## src/rtl/softmax_req_scheduler.sv

```systemverilog
// softmax_req_scheduler: round-robin scheduler sharing one fp16_softmax datapath among NUM_REQ requesters.
// Optional macro SOFTMAX_SCHED_ARGMAX_EN adds rsp_argmax, the index of the largest result lane.
module softmax_req_scheduler #(
  parameter int NUM_REQ     = 4,
  parameter int IN_OUT_NUM  = 10,
  parameter int TIMEOUT_CYC = 64,
  parameter int ID_W        = 2
) (
  input  logic                             clk,
  input  logic                             reset_b,
  input  logic [NUM_REQ-1:0]               req,
  input  logic [NUM_REQ*IN_OUT_NUM*16-1:0] req_data,
  output logic [NUM_REQ-1:0]               grant,
  output logic                             rsp_valid,
  input  logic                             rsp_ready,
  output logic [ID_W-1:0]                  rsp_id,
  output logic [IN_OUT_NUM*16-1:0]         rsp_data,
`ifdef SOFTMAX_SCHED_ARGMAX_EN
  output logic [$clog2(IN_OUT_NUM)-1:0]    rsp_argmax,
`endif
  output logic                             timeout_err,
  output logic                             sm_start_op,
  output logic                             sm_clear,
  output logic [IN_OUT_NUM*16-1:0]         sm_input_neuron_val,
  input  logic [IN_OUT_NUM*16-1:0]         sm_output_neuron_val,
  input  logic                             sm_valid
);
  localparam int W     = IN_OUT_NUM * 16;
  localparam int CNT_W = $clog2(TIMEOUT_CYC) + 1;
  typedef enum logic [2:0] {INIT, IDLE, LOAD, START, WAIT, RESP, CLEAR} state_t;
  state_t state, state_nx;
  logic [ID_W-1:0] ptr, sel, idx;
  logic [CNT_W-1:0] cnt;
  logic found, timeout, run;
  assign run     = !reset_b;
  assign timeout = cnt == CNT_W'(TIMEOUT_CYC - 1);
  // scan downward from ptr+NUM_REQ-1 so the last hit is the first set bit at or after ptr
  always_comb begin
    sel   = '0;
    idx   = '0;
    found = 1'b0;
    for (int k = NUM_REQ - 1; k >= 0; k--) begin
      idx = ID_W'((int'(ptr) + k) % NUM_REQ);
      if (req[idx]) begin
        sel   = idx;
        found = 1'b1;
      end
    end
  end
  always_comb begin
    state_nx = state;
    case (state)
      INIT:    state_nx = IDLE;
      IDLE:    state_nx = found ? LOAD : IDLE;
      LOAD:    state_nx = START;
      START:   state_nx = WAIT;
      WAIT:    state_nx = sm_valid ? RESP : timeout ? CLEAR : WAIT;
      RESP:    state_nx = rsp_ready ? CLEAR : RESP;
      CLEAR:   state_nx = IDLE;
      default: state_nx = INIT;
    endcase
    grant       = (run && state == IDLE && found) ? NUM_REQ'(1) << sel : '0;
    sm_clear    = run && (state == INIT || state == CLEAR);
    sm_start_op = run && state == START;
    rsp_valid   = run && state == RESP;
    timeout_err = run && state == WAIT && !sm_valid && timeout;
  end
  always_ff @(posedge clk) begin
    if (reset_b) begin
      state               <= INIT;
      ptr                 <= '0;
      cnt                 <= '0;
      sm_input_neuron_val <= '0;
      rsp_data            <= '0;
      rsp_id              <= '0;
    end else begin
      state <= state_nx;
      cnt   <= (state == START) ? '0 : (state == WAIT) ? cnt + 1'b1 : cnt;
      if (state == IDLE && found) begin
        sm_input_neuron_val <= req_data[int'(sel)*W +: W];
        rsp_id              <= sel;
        ptr                 <= (sel == ID_W'(NUM_REQ - 1)) ? '0 : sel + 1'b1;
      end
      if (state == WAIT && sm_valid) rsp_data <= sm_output_neuron_val;
    end
  end
`ifdef SOFTMAX_SCHED_ARGMAX_EN
  localparam int AM_W = $clog2(IN_OUT_NUM);
  logic [AM_W-1:0] am;
  logic [14:0] am_v;
  // strict greater-than keeps the lowest index on ties; sign bit ignored
  always_comb begin
    am   = '0;
    am_v = sm_output_neuron_val[14:0];
    for (int i = 1; i < IN_OUT_NUM; i++)
      if (sm_output_neuron_val[i*16 +: 15] > am_v) begin
        am   = AM_W'(i);
        am_v = sm_output_neuron_val[i*16 +: 15];
      end
  end
  always_ff @(posedge clk) begin
    if (reset_b) rsp_argmax <= '0;
    else if (state == WAIT && sm_valid) rsp_argmax <= am;
  end
`endif
endmodule

```

## config.mk

```make
export PLATFORM = sky130hd
export DESIGN_NAME = softmax_req_scheduler
export DESIGN_NICKNAME = d
export VERILOG_FILES = /design/src/rtl/softmax_req_scheduler.sv
export SDC_FILE = /design/constraint.sdc
export NUM_CORES = 1
export LEC_CHECK = 0
export CAP_MARGIN = 10
export CORE_AREA = 5 5 434 436
export CTS_BUF_LIST = sky130_fd_sc_hd__clkbuf_4 sky130_fd_sc_hd__clkbuf_8 sky130_fd_sc_hd__clkbuf_16
export DETAILED_ROUTE_END_ITERATION = 8
export DIE_AREA = 0 0 439 441
export HOLD_SLACK_MARGIN = 0.02
export SYNTH_ARGS = -nofsm -noshare
export SYNTH_HDL_FRONTEND = slang
export SYNTH_SLANG_ARGS = --single-unit
```

## constraint.sdc

```tcl
create_clock -name clk -period 3.1 [get_ports clk]
set_clock_uncertainty 0.2 [all_clocks]
set_input_delay 0.465 -clock clk [delete_from_list [all_inputs] [get_ports clk]]
set_output_delay 0.465 -clock clk [all_outputs]
set_load 0.03 [all_outputs]
```

Word-level counts from Yosys, hierarchy flattened
Cells that the tools add are included.
Storage, ports and cells
  word-level logic and storage cells: 65
  output and inout bits: 330
  bits in registers: 334
Cells by class
  add/sub/neg operators: 5
  multiply operators: 1
  multiplexer cells: 23
  equal/unequal tests: 8
  reduce and logical (&&, ||, !) cells: 16
  shift operators: 2
  magnitude comparators: 4
Operators with widths (number)
  $shiftx A640 B11 Y160: 1
  $mux W2: 9
  $pmux W3 S6: 1
  $lt A2 B3 Y1 const B: 4
  $logic_and A1 B1 Y1: 10
  $eq A3 B3 Y1 const B: 3
  $bmux W1 S2: 4
  $mux W1: 8
  $add A7 B1 Y7 const B: 1
  $eq A7 B6 Y1 const B: 1
  $eq A3 B2 Y1 const B: 2
  $mul A2 B3 Y5 const B: 1
  $add A2 B1 Y2 const B: 2
  $add A2 B2 Y2 const B: 2
  $mux W4: 1
  $reduce_or A2 Y1: 2
  $shl A1 B2 Y4 const A: 1
  $eq A3 B1 Y1 const B: 1
  $logic_not A3 Y1: 1
  $eq A2 B2 Y1 const B: 1
  $logic_not A1 Y1: 2
  $logic_or A1 B1 Y1: 1

Longest topological paths before layout
Gate-level depths: netlist (run 1).
  depth in word-level cells: 9
  gate-level depth with buffers: 9
  mapped depth without buffers: 7

Worst setup path before layout (run 1)
Ideal clock, no wire load.
  path kind: input to output
  start point: input req[2]
  end point: output grant[1]
  path slack: 0.411 ns
  path buffers: 2
  arrival time: 2.024 ns
  stages: 8
  path through: nor2b_1 a2111oi_0 nor2_1 buf_2 buf_2 inv_1 ha_1 and2_1
Between the ends
  word-level cells in the longest chain between the ends: 8
RTL lines
  start, declared: RTL line 11  | input logic [NUM_REQ-1:0] req,
  $bmux W1 S2: RTL line 44  | if (req[idx]) begin
  $mux W1 (not written as such): RTL line 44
  $mux W2 (3 in series): RTL line 44
  $mux W2 (*): RTL line 44
  net sel[0]: RTL line 32  | logic [ID_W-1:0] ptr, sel, idx;
  $shl A1 B2 Y4 (*): RTL line 62  | grant = (run && state == IDLE && found) ? NUM_REQ'(1) << sel : '0;
  $mux W4 (*): RTL line 62
  end, declared: RTL line 13  | output logic [NUM_REQ-1:0] grant,
The timed path passes the listed nets; every way through them passes the cells marked *. The select of a mux whose other input is x is not followed.

Final worst setup path (run 1)
  start point: input req[2]
  end point: output grant[0]
Between the ends
  word-level cells in the longest chain between the ends: 8
RTL lines (RTL line)
  $bmux W1 S2: 44
  $mux W1 (not written as such): 44
  $mux W2 / $mux W1 (equally long branches) (4 in series): 44
  $shl A1 B2 Y4 / $logic_and A1 B1 Y1 (equally long branches): 62
  $mux W4 (*): 62
Mark *: on every way between the ends. The rest lies on a longest branch, timed or not. The select of a mux whose other input is x is not followed.

==> summary.md, run 1 <==
| Metric | Value |
|---|---|
| Final setup violating endpoints | `0` |
| Die Span X | `439 um` |
| HPWL Detailed | `152000 um` |
| Mapped Area | `15100 sq um` |
| Via Count | `18939` |
| Crit path kind | `in2out` |
| Post-DP Area | `30600 sq um` |
| Final min period | `3.05 ns` |
| Final GP Congestion | `0.974` |
| Synthesized net count | `2492` |
| Setup TNS | `0 ns` |
| Max Fclk | `328 MHz` |
| Final instance area | `32300 sq um` |
| Nets | `3683` |
| Ranking of synthesized cells by area | `dfxtp_1 (44%), mux2i_1 (21%), nand2_1 (12%)` |
| Final period util | `0.984` |
| Most common flop cell mapped by yosys | `dfxtp_1` |
| Worst-path fanout max | `3` |
| Largest net degree at the start of global routing | `94` |
| Yosys top cell by area | `dfxtp_1` |
| Post-route DRC | `0` |
| Routed vias/inst | `3.50` |
| Reg2Reg Depth | `10` |
| Post-synth top area share | `0.444` |
| Max-cap violations | `0` |
| Mapped Avg Cell Area | `8.97 sq um` |
| Layout fillers | `20678` |
| H-tree levels | `2` |
| Share of cells above drive strength 1 | `0.100` |
| Core Region | `184000 sq um` |
| Required time worst endpoint | `2.43 ns` |
| CP arrival | `2.39 ns` |
| Core Rows | `158` |
| Die ar. | `194000 sq um` |
| Die H | `441 um` |
| Peak supply drop | `372 uV` |
| Worst Hold Class | `in2reg` |
| CTS sink count | `334` |
| Global-route wire length before repair | `208000 um` |
| Total global routing overflow | `0` |
| Most instantiated cells after synthesis | `nand2_1 (486), dfxtp_1 (334), mux2i_1 (323), a21oi_1 (166), o221ai_1 (160)` |
| 1st-pass router iterations | `5` |
| Area of the multi-input gates | `7830 sq um` |
| Starting Density | `0.0817` |
| Post-synth ARST share | `0` |
| Overall Power | `15.4 mW` |
| I/O Pins | `1138` |
| Routed WL per cell | `31.7 um` |
| Cells after Synth | `1679` |
| Sequential cell area | `6690 sq um` |
| Worst Min Path Start | `sm_output_neuron_val[35]` |
| Number of global-route vias before repair | `18405` |
| PwrDens | `477 nW/um^2` |
| Most common cell in the netlist | `nand2_1` |
| Root buffer cell | `clkbuf_16` |
| CP Launch Type | `primary input` |
| Unique masters post-synth | `37` |
| P&R area growth vs syn | `114%` |
| I/O Buffers | `1137` |
| Clock Latency Late Sink | `0.61 ns` |
| FF+latch count, synth | `334` |
| Worst-path clk slew | `0.06 ns` |
| Worst-Margin Slew | `1.12 ns` |
| Seq/Total Area, Yosys | `0.444` |
| 1st-iter DRT viols | `1554` |
| Worst slew margin | `0.254` |
| Max-slew violation count | `0` |
| Cells on Worst Hold Path | `3` |
| Outcome | `completed` |
| CP endpoint kind | `primary output` |
| Worst r2r src | `ptr[0]` |
| LEAKAGE | `12.3 nW` |
| Hold_ws | `0.205 ns` |
| GRT Total Usage | `0.166` |
| Final Hold Fails | `0` |
| CTS Buf Count | `45` |
| Routed WL | `172000 um` |
| Clock buffer depth | `3` |
| Yosys warns | `0` |
| Initial antenna violation count | `93` |
| CTS tree | `yes` |
| ANT nets after route | `0` |
| Number of flops mapped to enable cells by yosys | `0` |
| Crit. Startpoint | `req[2]` |
==> cell families (layout without fill, tap and decap cells) <==
group | count (synthesis) | count (layout) | share of synthesized area
xor gates and xnor gates | 6 | 6 | 0.00349
muxes | 323 | 323 | 0.215
adders and majority gates | 5 | 5 | 0.00415
AOI/OAI and AO/OA | 337 | 337 | 0.154
DFF | 334 | 334 | 0.444
other | 0 | 26 | 0
buffers and inverters | 148 | 1368 | 0.0422
and+or+nand+nor | 526 | 526 | 0.138
==> report_power, final <==
| part | internal, mW | leakage, nW | total [mW] | switching [mW] |
|---|---|---|---|---|
| sequential | 4.60 | 2.71 | 4.84 | 0.246 |
| combinational | 2.36 | 8.84 | 5.15 | 2.79 |
| clock | 3.19 | 0.745 | 5.41 | 2.22 |
==> sequential cells by signal, indices dropped and copies added (netlist names) <==
register,cells
state,3
rsp_id,2
ptr,2
rsp_data,160
cnt,7
sm_input_neuron_val,160
==> per-stage QoR <==
step / setup slack [ns] / util / std cells
floorplan: 0.411 / - / 1679
global placement: -0.463 / 0.166 / 5295
detailed placement: -0.415 / 0.166 / 5295
CTS: -0.00733 / 0.174 / 5377
global route: -0.00371 / 0.175 / 5391
finish: 0.0485 / 0.175 / 5405
==> final timing paths <==
path / slack [ns] / to
worst max register to register: 0.46 / sm_input_neuron_val[36]
worst max-delay path: 0.05 / grant[0]
worst min register to register: 0.25 / rsp_data[30]
worst min-delay path: 0.20 / rsp_data[35]
==> worst max-delay path, stage by stage <==
cell and delay (ns):
clkdlybuf4s50_1 0.46, nor2b_2 0.21, a2111oi_4 0.38, nor2_4 0.07
buf_12 0.15, buf_4 0.14, ha_1 0.19, and2_1 0.16
buf_12 0.14
==> cell usage in the layout (no fill, tap or decap), drive strengths merged, types with 2 or more instances in the layout <==
cell | netlist | layout
o21ai | 3 | 3
ha | 5 | 5
o221ai | 160 | 160
clkbuf | 74 | 65
nor3b | 2 | 2
nor2 | 16 | 16
xnor2 | 2 | 2
and2 | 5 | 5
nor2b | 2 | 2
buf | 69 | 193
or3 | 2 | 2
dlymetal6s2s | 0 | 2
nand2 | 486 | 486
mux2i | 323 | 323
xor2 | 4 | 4
dfxtp | 334 | 334
a21oi | 166 | 166
diode | 0 | 26
clkdlybuf4s50 | 0 | 1091
bufinv | 0 | 2
nand2b | 4 | 4
clkinv | 0 | 7
inv | 5 | 6
==> cell type report <==
type / count / share of cell area
Tap cell: 2480 / 0.0962
Sequential cell: 334 / 0.207
Timing Repair Buffer: 1287 / 0.405
Antenna cell: 26 / 0.00202
Clock buffer: 65 / 0.0420
Inverter: 5 / 0.000582
Multi-Input combinational cell: 1197 / 0.243
Clock inverter: 11 / 0.00388
==> repair_timing <==
action                                 4_1_cts  5_1_grt
endpoints found under the hold margin       19        0
setup buffers                                5        2
setup endpoints to repair                    5        5
pin swaps                                    3        4
hold buffers                                 1        0
gates resized for setup                      7       10
==> layer usage <==
layer | global-route usage | share of wire | vias up
met5 | 0 | 0.0015 | -
met4 | 0.0351 | 0.023 | 44
met3 | 0.0947 | 0.13 | 211
met2 | 0.278 | 0.48 | 961
met1 | 0.184 | 0.36 | 9322
li1 | - | - | 8401
(Power assumes the default switching activity.)
==> run 2, diff against run 1 <==
--- a/config.mk
+++ b/config.mk
@@ -11,6 +11,7 @@
 export DETAILED_ROUTE_END_ITERATION = 8
 export DIE_AREA = 0 0 439 441
 export HOLD_SLACK_MARGIN = 0.02
+export SLEW_MARGIN = 5
 export SYNTH_ARGS = -nofsm -noshare
 export SYNTH_HDL_FRONTEND = slang
 export SYNTH_SLANG_ARGS = --single-unit
==> results of run 2 <==
Same layout as run 1: the final DEF is identical, and so are final timing and power.
